--- src/rtl/arrow_queue_if.sv ---
// Handshake bundle between the arrow-button conditioner and its user (game core / board pins).
// The master drives raw buttons and step/clear; the slave (arrow_queue) returns direction state.
interface arrow_queue_if;
    logic       arrow_up;
    logic       arrow_down;
    logic       arrow_left;
    logic       arrow_right;
    logic       step;
    logic       clear;
    logic [1:0] dir;
    logic [2:0] pending;
    logic       press_pulse;
    logic [7:0] drop_count;

    modport master (
        output arrow_up, arrow_down, arrow_left, arrow_right, step, clear,
        input  dir, pending, press_pulse, drop_count
    );

    modport slave (
        input  arrow_up, arrow_down, arrow_left, arrow_right, step, clear,
        output dir, pending, press_pulse, drop_count
    );
endinterface

--- src/rtl/arrow_queue.sv ---
// Arrow-button conditioner: sync, debounce, press detection and a small turn queue feeding the snake core.
// Optional dropped-press counter is built only when ARROW_DROP_COUNT_EN is defined.
module arrow_queue #(
    parameter int         DEBOUNCE_CYCLES = 100000,
    parameter int         QUEUE_DEPTH     = 2,
    parameter logic [3:0] ACTIVE_LOW_MASK = 4'b0011,
    parameter logic [1:0] INIT_DIR        = 2'd1
) (
    input  logic          clk,
    input  logic          reset,
    arrow_queue_if.slave  bus
);

    localparam int         CW       = (DEBOUNCE_CYCLES > 1) ? $clog2(DEBOUNCE_CYCLES) : 1;
    localparam logic [CW-1:0] CNT_MAX = CW'(DEBOUNCE_CYCLES - 1);
    localparam logic [1:0] LAST_PTR = 2'(QUEUE_DEPTH - 1);
    localparam logic [2:0] DEPTH    = 3'(QUEUE_DEPTH);

    logic [3:0]    raw;
    logic [3:0]    sync1_q, sync2_q;
    logic [3:0]    level;
    logic [3:0]    stable_q, stable_d;
    logic [CW-1:0] cnt_q [4];
    logic [CW-1:0] cnt_d [4];
    logic [3:0]    rise;
    logic          anyPress;
    logic [1:0]    reqDir;

    logic [1:0]    mem_q [4];
    logic [1:0]    mem_d [4];
    logic [1:0]    rdPtr_q, rdPtr_d;
    logic [1:0]    wrPtr_q, wrPtr_d;
    logic [2:0]    count_q, count_d;
    logic [1:0]    dir_q, dir_d;
    logic          pressPulse_q;

    logic          popEn;
    logic [2:0]    countPop;
    logic [1:0]    dirPop;
    logic [1:0]    tailPtr;
    logic [1:0]    refDir;
    logic          pushValid;

    function automatic logic [1:0] nextPtr(input logic [1:0] p);
        return (p == LAST_PTR) ? 2'd0 : p + 2'd1;
    endfunction

    assign raw   = {bus.arrow_right, bus.arrow_left, bus.arrow_down, bus.arrow_up};
    assign level = sync2_q ^ ACTIVE_LOW_MASK;

    // Synchronizers reset to the released pin level so no phantom press appears after reset.
    always_ff @(posedge clk or negedge reset) begin
        if (!reset) begin
            sync1_q <= ACTIVE_LOW_MASK;
            sync2_q <= ACTIVE_LOW_MASK;
        end else begin
            sync1_q <= raw;
            sync2_q <= sync1_q;
        end
    end

    always_comb begin
        stable_d = stable_q;
        rise     = 4'b0000;
        for (int i = 0; i < 4; i++) begin
            cnt_d[i] = '0;
            if (level[i] != stable_q[i]) begin
                if (cnt_q[i] == CNT_MAX) begin
                    stable_d[i] = level[i];
                    rise[i]     = level[i];
                end else begin
                    cnt_d[i] = cnt_q[i] + 1'b1;
                end
            end
        end
    end

    always_ff @(posedge clk or negedge reset) begin
        if (!reset) begin
            stable_q <= 4'b0000;
            for (int i = 0; i < 4; i++) cnt_q[i] <= '0;
        end else begin
            stable_q <= stable_d;
            for (int i = 0; i < 4; i++) cnt_q[i] <= cnt_d[i];
        end
    end

    // Simultaneous presses collapse to one request: up > down > left > right.
    always_comb begin
        anyPress = |rise;
        reqDir   = 2'd3;
        if (rise[0])      reqDir = 2'd0;
        else if (rise[1]) reqDir = 2'd1;
        else if (rise[2]) reqDir = 2'd2;
    end

    assign popEn    = bus.step && (count_q != 3'd0);
    assign countPop = popEn ? count_q - 3'd1 : count_q;
    assign dirPop   = popEn ? mem_q[rdPtr_q] : dir_q;
    assign tailPtr  = (wrPtr_q == 2'd0) ? LAST_PTR : wrPtr_q - 2'd1;
    assign refDir   = (countPop != 3'd0) ? mem_q[tailPtr] : dirPop;
    assign pushValid = anyPress && (reqDir != refDir) && (reqDir != (refDir ^ 2'd1));

    // Pop is evaluated before the push so a press on a step cycle sees the post-pop reference.
    always_comb begin
        mem_d   = mem_q;
        rdPtr_d = rdPtr_q;
        wrPtr_d = wrPtr_q;
        count_d = count_q;
        dir_d   = dir_q;
        if (bus.clear) begin
            rdPtr_d = 2'd0;
            wrPtr_d = 2'd0;
            count_d = 3'd0;
            dir_d   = INIT_DIR;
        end else begin
            dir_d   = dirPop;
            count_d = countPop;
            if (popEn) rdPtr_d = nextPtr(rdPtr_q);
            if (pushValid && (countPop != DEPTH)) begin
                mem_d[wrPtr_q] = reqDir;
                wrPtr_d        = nextPtr(wrPtr_q);
                count_d        = countPop + 3'd1;
            end
        end
    end

    always_ff @(posedge clk or negedge reset) begin
        if (!reset) begin
            for (int i = 0; i < 4; i++) mem_q[i] <= 2'd0;
            rdPtr_q      <= 2'd0;
            wrPtr_q      <= 2'd0;
            count_q      <= 3'd0;
            dir_q        <= INIT_DIR;
            pressPulse_q <= 1'b0;
        end else begin
            for (int i = 0; i < 4; i++) mem_q[i] <= mem_d[i];
            rdPtr_q      <= rdPtr_d;
            wrPtr_q      <= wrPtr_d;
            count_q      <= count_d;
            dir_q        <= dir_d;
            pressPulse_q <= anyPress;
        end
    end

    assign bus.dir         = dir_q;
    assign bus.pending     = count_q;
    assign bus.press_pulse = pressPulse_q;

`ifdef ARROW_DROP_COUNT_EN
    logic       dropEvent;
    logic [7:0] dropCount_q;

    assign dropEvent = !bus.clear && pushValid && (countPop == DEPTH);

    always_ff @(posedge clk or negedge reset) begin
        if (!reset) begin
            dropCount_q <= 8'd0;
        end else if (bus.clear) begin
            dropCount_q <= 8'd0;
        end else if (dropEvent && (dropCount_q != 8'hFF)) begin
            dropCount_q <= dropCount_q + 8'd1;
        end
    end

    assign bus.drop_count = dropCount_q;
`else
    assign bus.drop_count = 8'd0;
`endif

endmodule

--- src/flat_wrapper.sv ---
// flat-port wrapper written by rule: the top's interface ports become plain ports
module arrow_queue_flat 
#(
    parameter int         DEBOUNCE_CYCLES = 100000,
    parameter int         QUEUE_DEPTH     = 2,
    parameter logic [3:0] ACTIVE_LOW_MASK = 4'b0011,
    parameter logic [1:0] INIT_DIR        = 2'd1
)
  (clk, reset, bus_arrow_up, bus_arrow_down, bus_arrow_left, bus_arrow_right, bus_step, bus_clear, bus_dir, bus_pending, bus_press_pulse, bus_drop_count);
  arrow_queue_if bus_i ();
  input  logic clk;
  input  logic reset;
  input wire logic [$bits(bus_i.arrow_up)-1:0] bus_arrow_up;
  input wire logic [$bits(bus_i.arrow_down)-1:0] bus_arrow_down;
  input wire logic [$bits(bus_i.arrow_left)-1:0] bus_arrow_left;
  input wire logic [$bits(bus_i.arrow_right)-1:0] bus_arrow_right;
  input wire logic [$bits(bus_i.step)-1:0] bus_step;
  input wire logic [$bits(bus_i.clear)-1:0] bus_clear;
  output wire logic [$bits(bus_i.dir)-1:0] bus_dir;
  output wire logic [$bits(bus_i.pending)-1:0] bus_pending;
  output wire logic [$bits(bus_i.press_pulse)-1:0] bus_press_pulse;
  output wire logic [$bits(bus_i.drop_count)-1:0] bus_drop_count;
  assign bus_i.arrow_up = bus_arrow_up;
  assign bus_i.arrow_down = bus_arrow_down;
  assign bus_i.arrow_left = bus_arrow_left;
  assign bus_i.arrow_right = bus_arrow_right;
  assign bus_i.step = bus_step;
  assign bus_i.clear = bus_clear;
  assign bus_dir = bus_i.dir;
  assign bus_pending = bus_i.pending;
  assign bus_press_pulse = bus_i.press_pulse;
  assign bus_drop_count = bus_i.drop_count;
  arrow_queue #(.DEBOUNCE_CYCLES(DEBOUNCE_CYCLES), .QUEUE_DEPTH(QUEUE_DEPTH), .ACTIVE_LOW_MASK(ACTIVE_LOW_MASK), .INIT_DIR(INIT_DIR)) u_core (.clk(clk), .reset(reset), .bus(bus_i));
endmodule
--- config.mk ---
export PLATFORM = sky130hd
export DESIGN_NAME = arrow_queue_flat
export DESIGN_NICKNAME = d
export VERILOG_FILES = /design/src/rtl/arrow_queue_if.sv /design/src/rtl/arrow_queue.sv /design/src/flat_wrapper.sv
export SDC_FILE = /design/constraint.sdc
export NUM_CORES = 1
export LEC_CHECK = 0
export CAP_MARGIN = 0
export CORE_MARGIN = 3
export CORE_UTILIZATION = 25
export DETAILED_ROUTE_END_ITERATION = 12
export SLEW_MARGIN = 10
export SYNTH_ARGS = -nofsm -noshare
export SYNTH_HDL_FRONTEND = slang
export SYNTH_SLANG_ARGS = --single-unit
--- constraint.sdc ---
create_clock -name clk -period 3.5 [get_ports clk]
set_input_delay 0.35 -clock clk [delete_from_list [all_inputs] [get_ports clk]]
set_output_delay 0.35 -clock clk [all_outputs]
set_load 0.05 [all_outputs]
==> reports/results.ini <==
[finish]
fillCellCount = 1847
drive_above_1_share_pct = 11.1
syn2layout_area_growth_pct = 14.8
diodes = 0
layout.nets = 489
fin_area_um2 = 5460

[logic_synthesis]
yosysTopAreaCellShare_pct = 48.9
synth.top_cells.by_area = dfrtp_1 49%, xor2_1 8.5%, nor2_1 6.5%
synth_edf_count = 0
mappedNetlistArea_um2 = 4760
ys_seq_elements = 98
synth_top_area_cell = dfrtp_1
postSynth.asyncResetShare_pct = 100
synth.yosys.seq_area_share_pct = 51.7
yosysWarningCount = 0
yosys_most_used_dff = dfrtp_1
syn-mean-instance-area_um2 = 10.4
syn_inst = 456
ys_types = 50

[floorplanning]
io_pins = 22
die_w_um = 144
die_y_um = 144
row_count = 49
initial_core_util_pct = 25.9
core_area_um2 = 18300
die_area_um2 = 20700

[detailed_routing]
finalWirelength_um = 8290
via_count = 3153
ant_nets = 0
drc = 0
first_pass_iters = 5
viasPerCell = 4.47
wl_per_cell_um = 11.7
drt_first_iter_violations = 172

[grt]
grt.overflow.total = 0
grt_pass1_vias = 3131
antenna_found_initial = 0
grt_max_degree = 57
grt_pass1_wl_um = 14500
grt.total_usage_pct = 8.49

[power]
seq_power_share_pct = 44.0
pwr-share-comb_pct = 15.2
p_leak_uw = 0.00238
swShare_pct = 26.2
peakVddDrop_uv = 185
power_density_nw_per_um2 = 502
power_uw = 2740
p_clk_share_pct = 40.7
p_sw_uw = 719
p_int_uw = 2020

[clocking]
clk_latency_ps = 330
cts_tree = done
cts_sinks = 98
numCtsBuffers = 9
cts_setup_buffers = 0
post_cts_resized = 0
hold_buffers = 0
clkTransAtPathRegs_ps = 70
cts-root-buf = clkbuf_16
htree_levels = 3
clock_path_buffers = 2

[placed_design]
finalWeightedCongestion = 0.804
place_area_um2 = 5120
portBuffers = 13
dp.final_hpwl_um = 5840

[setup_path]
critical-path-top-delay-family = simple AND/OR/NAND/NOR gates
path_cells = inv_1 -> ha_1 -> nand2b_1 -> nand2_1 -> o21ai_0 -> inv_1 -> ha_1 -> a21oi_1 -> a31oi_1 -> mux2_4 -> or4b_4 -> mux2_4
slowest_delay_ps = 540
path_max_fanout = 7
worstPathRequired_ps = 3720
endpoint_kind = flip-flop
critPathSlowestCell = or4b_4
worstPathArrival_ps = 3410
critical_path_buf_inv_count = 2
start_kind = flip-flop
crit_type = reg2reg

[timing]
finClkSkew_ps = 5.07
drv_slew = 0
rsz0062_at_grt = false
hold_viol = 0
max_slew_margin_pct = 52.4
setup_viol = 0
whs_ps = 50.8
period_share_pct = 90.9
tightest_slew_ps = 715
period_needed_ps = 3180
fin_tns_setup_ps = 0
fmax_mhz = 314

[worst_hold_path]
hold_path_class = in2async

[outcome]
status = complete, no violations

[flow_run]
drv_cap = 0

[final timing paths]
check,from,endpoint,slack (ps),cells after the start
setup / recovery,u_core.bus.pending[0],u_core.mem_q[0],320,12
hold / removal,reset,u_core.cnt_q[11],50,1
setup reg to reg,u_core.bus.pending[0],u_core.mem_q[0],320,12
hold reg to reg,u_core.sync1_q[3],u_core.sync2_q[3],350,0
max in group asynchronous,reset,u_core.sync2_q[0],2580,2
min in group clk,u_core.sync1_q[3],u_core.sync2_q[3],350,0
[kinds of logic (layout without fill, tap and decap cells)]
group                      Yosys count  in the layout  synth area share, %
other                                1              8               0.0789
DFF                                 98             98                 51.7
buffers and inverters               27             41                 2.79
muxes                               19             19                 4.84
xor gates and xnor gates            61             61                 11.2
AOI/OAI and AO/OA                   26             26                 3.39
and+or+nand+nor                    215            215                 23.6
adders and majority gates            9              9                 2.37
[power by group through the flow]
stage	Combinational, uW	Sequential, uW	Clock (uW)
2_1_floorplan	263	1280	0
3_3_place_gp	411	1230	0
3_5_place_dp	417	1230	0
4_1_cts	422	1210	1150
5_1_grt	462	1210	1190
6_report	418	1210	1120
[worst reg2reg max path: cells and delay by family (launching register included)]
kind | cells | cell delay, ps
buffers and inverters | 2 | 190
adder cells (fa/ha/maj) | 2 | 440
AND/OR/NAND/NOR | 3 | 850
multiplexers | 2 | 670
AO/OA/AOI/OAI | 3 | 550
flip-flops | 1 | 390
[routing by layer]
metal / share of wire [%] / track usage (%)
met1: 49 / 11.2
met2: 46 / 13.6
met3: 3.2 / 1.80
met4: 1.5 / 3.27
met5: 0 / 0
[final cells by class]
class | count | area [um^2] | share of cell area (%)
sequential | 98 | 2460 | 45.0
tap | 229 | 287 | 5.25
multi-input combinational | 338 | 2190 | 40.1
inverter | 10 | 37.5 | 0.688
clock buffer | 9 | 225 | 4.13
timing repair buffer | 15 | 143 | 2.61
clock inverter | 7 | 118 | 2.15
[state kept, by name (all words and copies together) (netlist names)]
signal	cells
u_core.bus.press_pulse	1
u_core.sync1_q	4
u_core.wrPtr_q	2
u_core.mem_q	8
u_core.cnt_q	68
u_core.rdPtr_q	2
u_core.sync2_q	4
u_core.bus.pending	3
u_core.bus.dir	2
u_core.stable_q	4
[cell usage after synthesis (9+ instances only)]
library cell	number
mux2_2	10
dfrtp_1	93
ha_1	9
nor2_1	82
inv_1	10
o21ai_0	10
nand3_1	26
xnor2_1	15
and3_1	12
xor2_1	46
nand2_1	36
a21oi_1	10
[metrics by stage]
stage / util (%) / instances / setup WS (ps)
floorplan: - / 463 / 244
global placement: 27.9 / 690 / 275
detailed placement: 27.9 / 690 / 200
CTS: 29.8 / 706 / 293
global route: 29.8 / 706 / 143
finish: 29.8 / 706 / 317
[placed cells by master (no fill, tap or decap), types with 10 or more instances in the layout]
cell type        count
a21oi_1             10
and3_1              12
o21ai_0             10
nand2_1             36
nand3_1             26
inv_1               10
clkdlybuf4s50_1     12
nor2_1              82
dfrtp_1             93
mux2_2              10
xor2_1              46
xnor2_1             15
No activity file was read; power rests on OpenSTA's default activity.
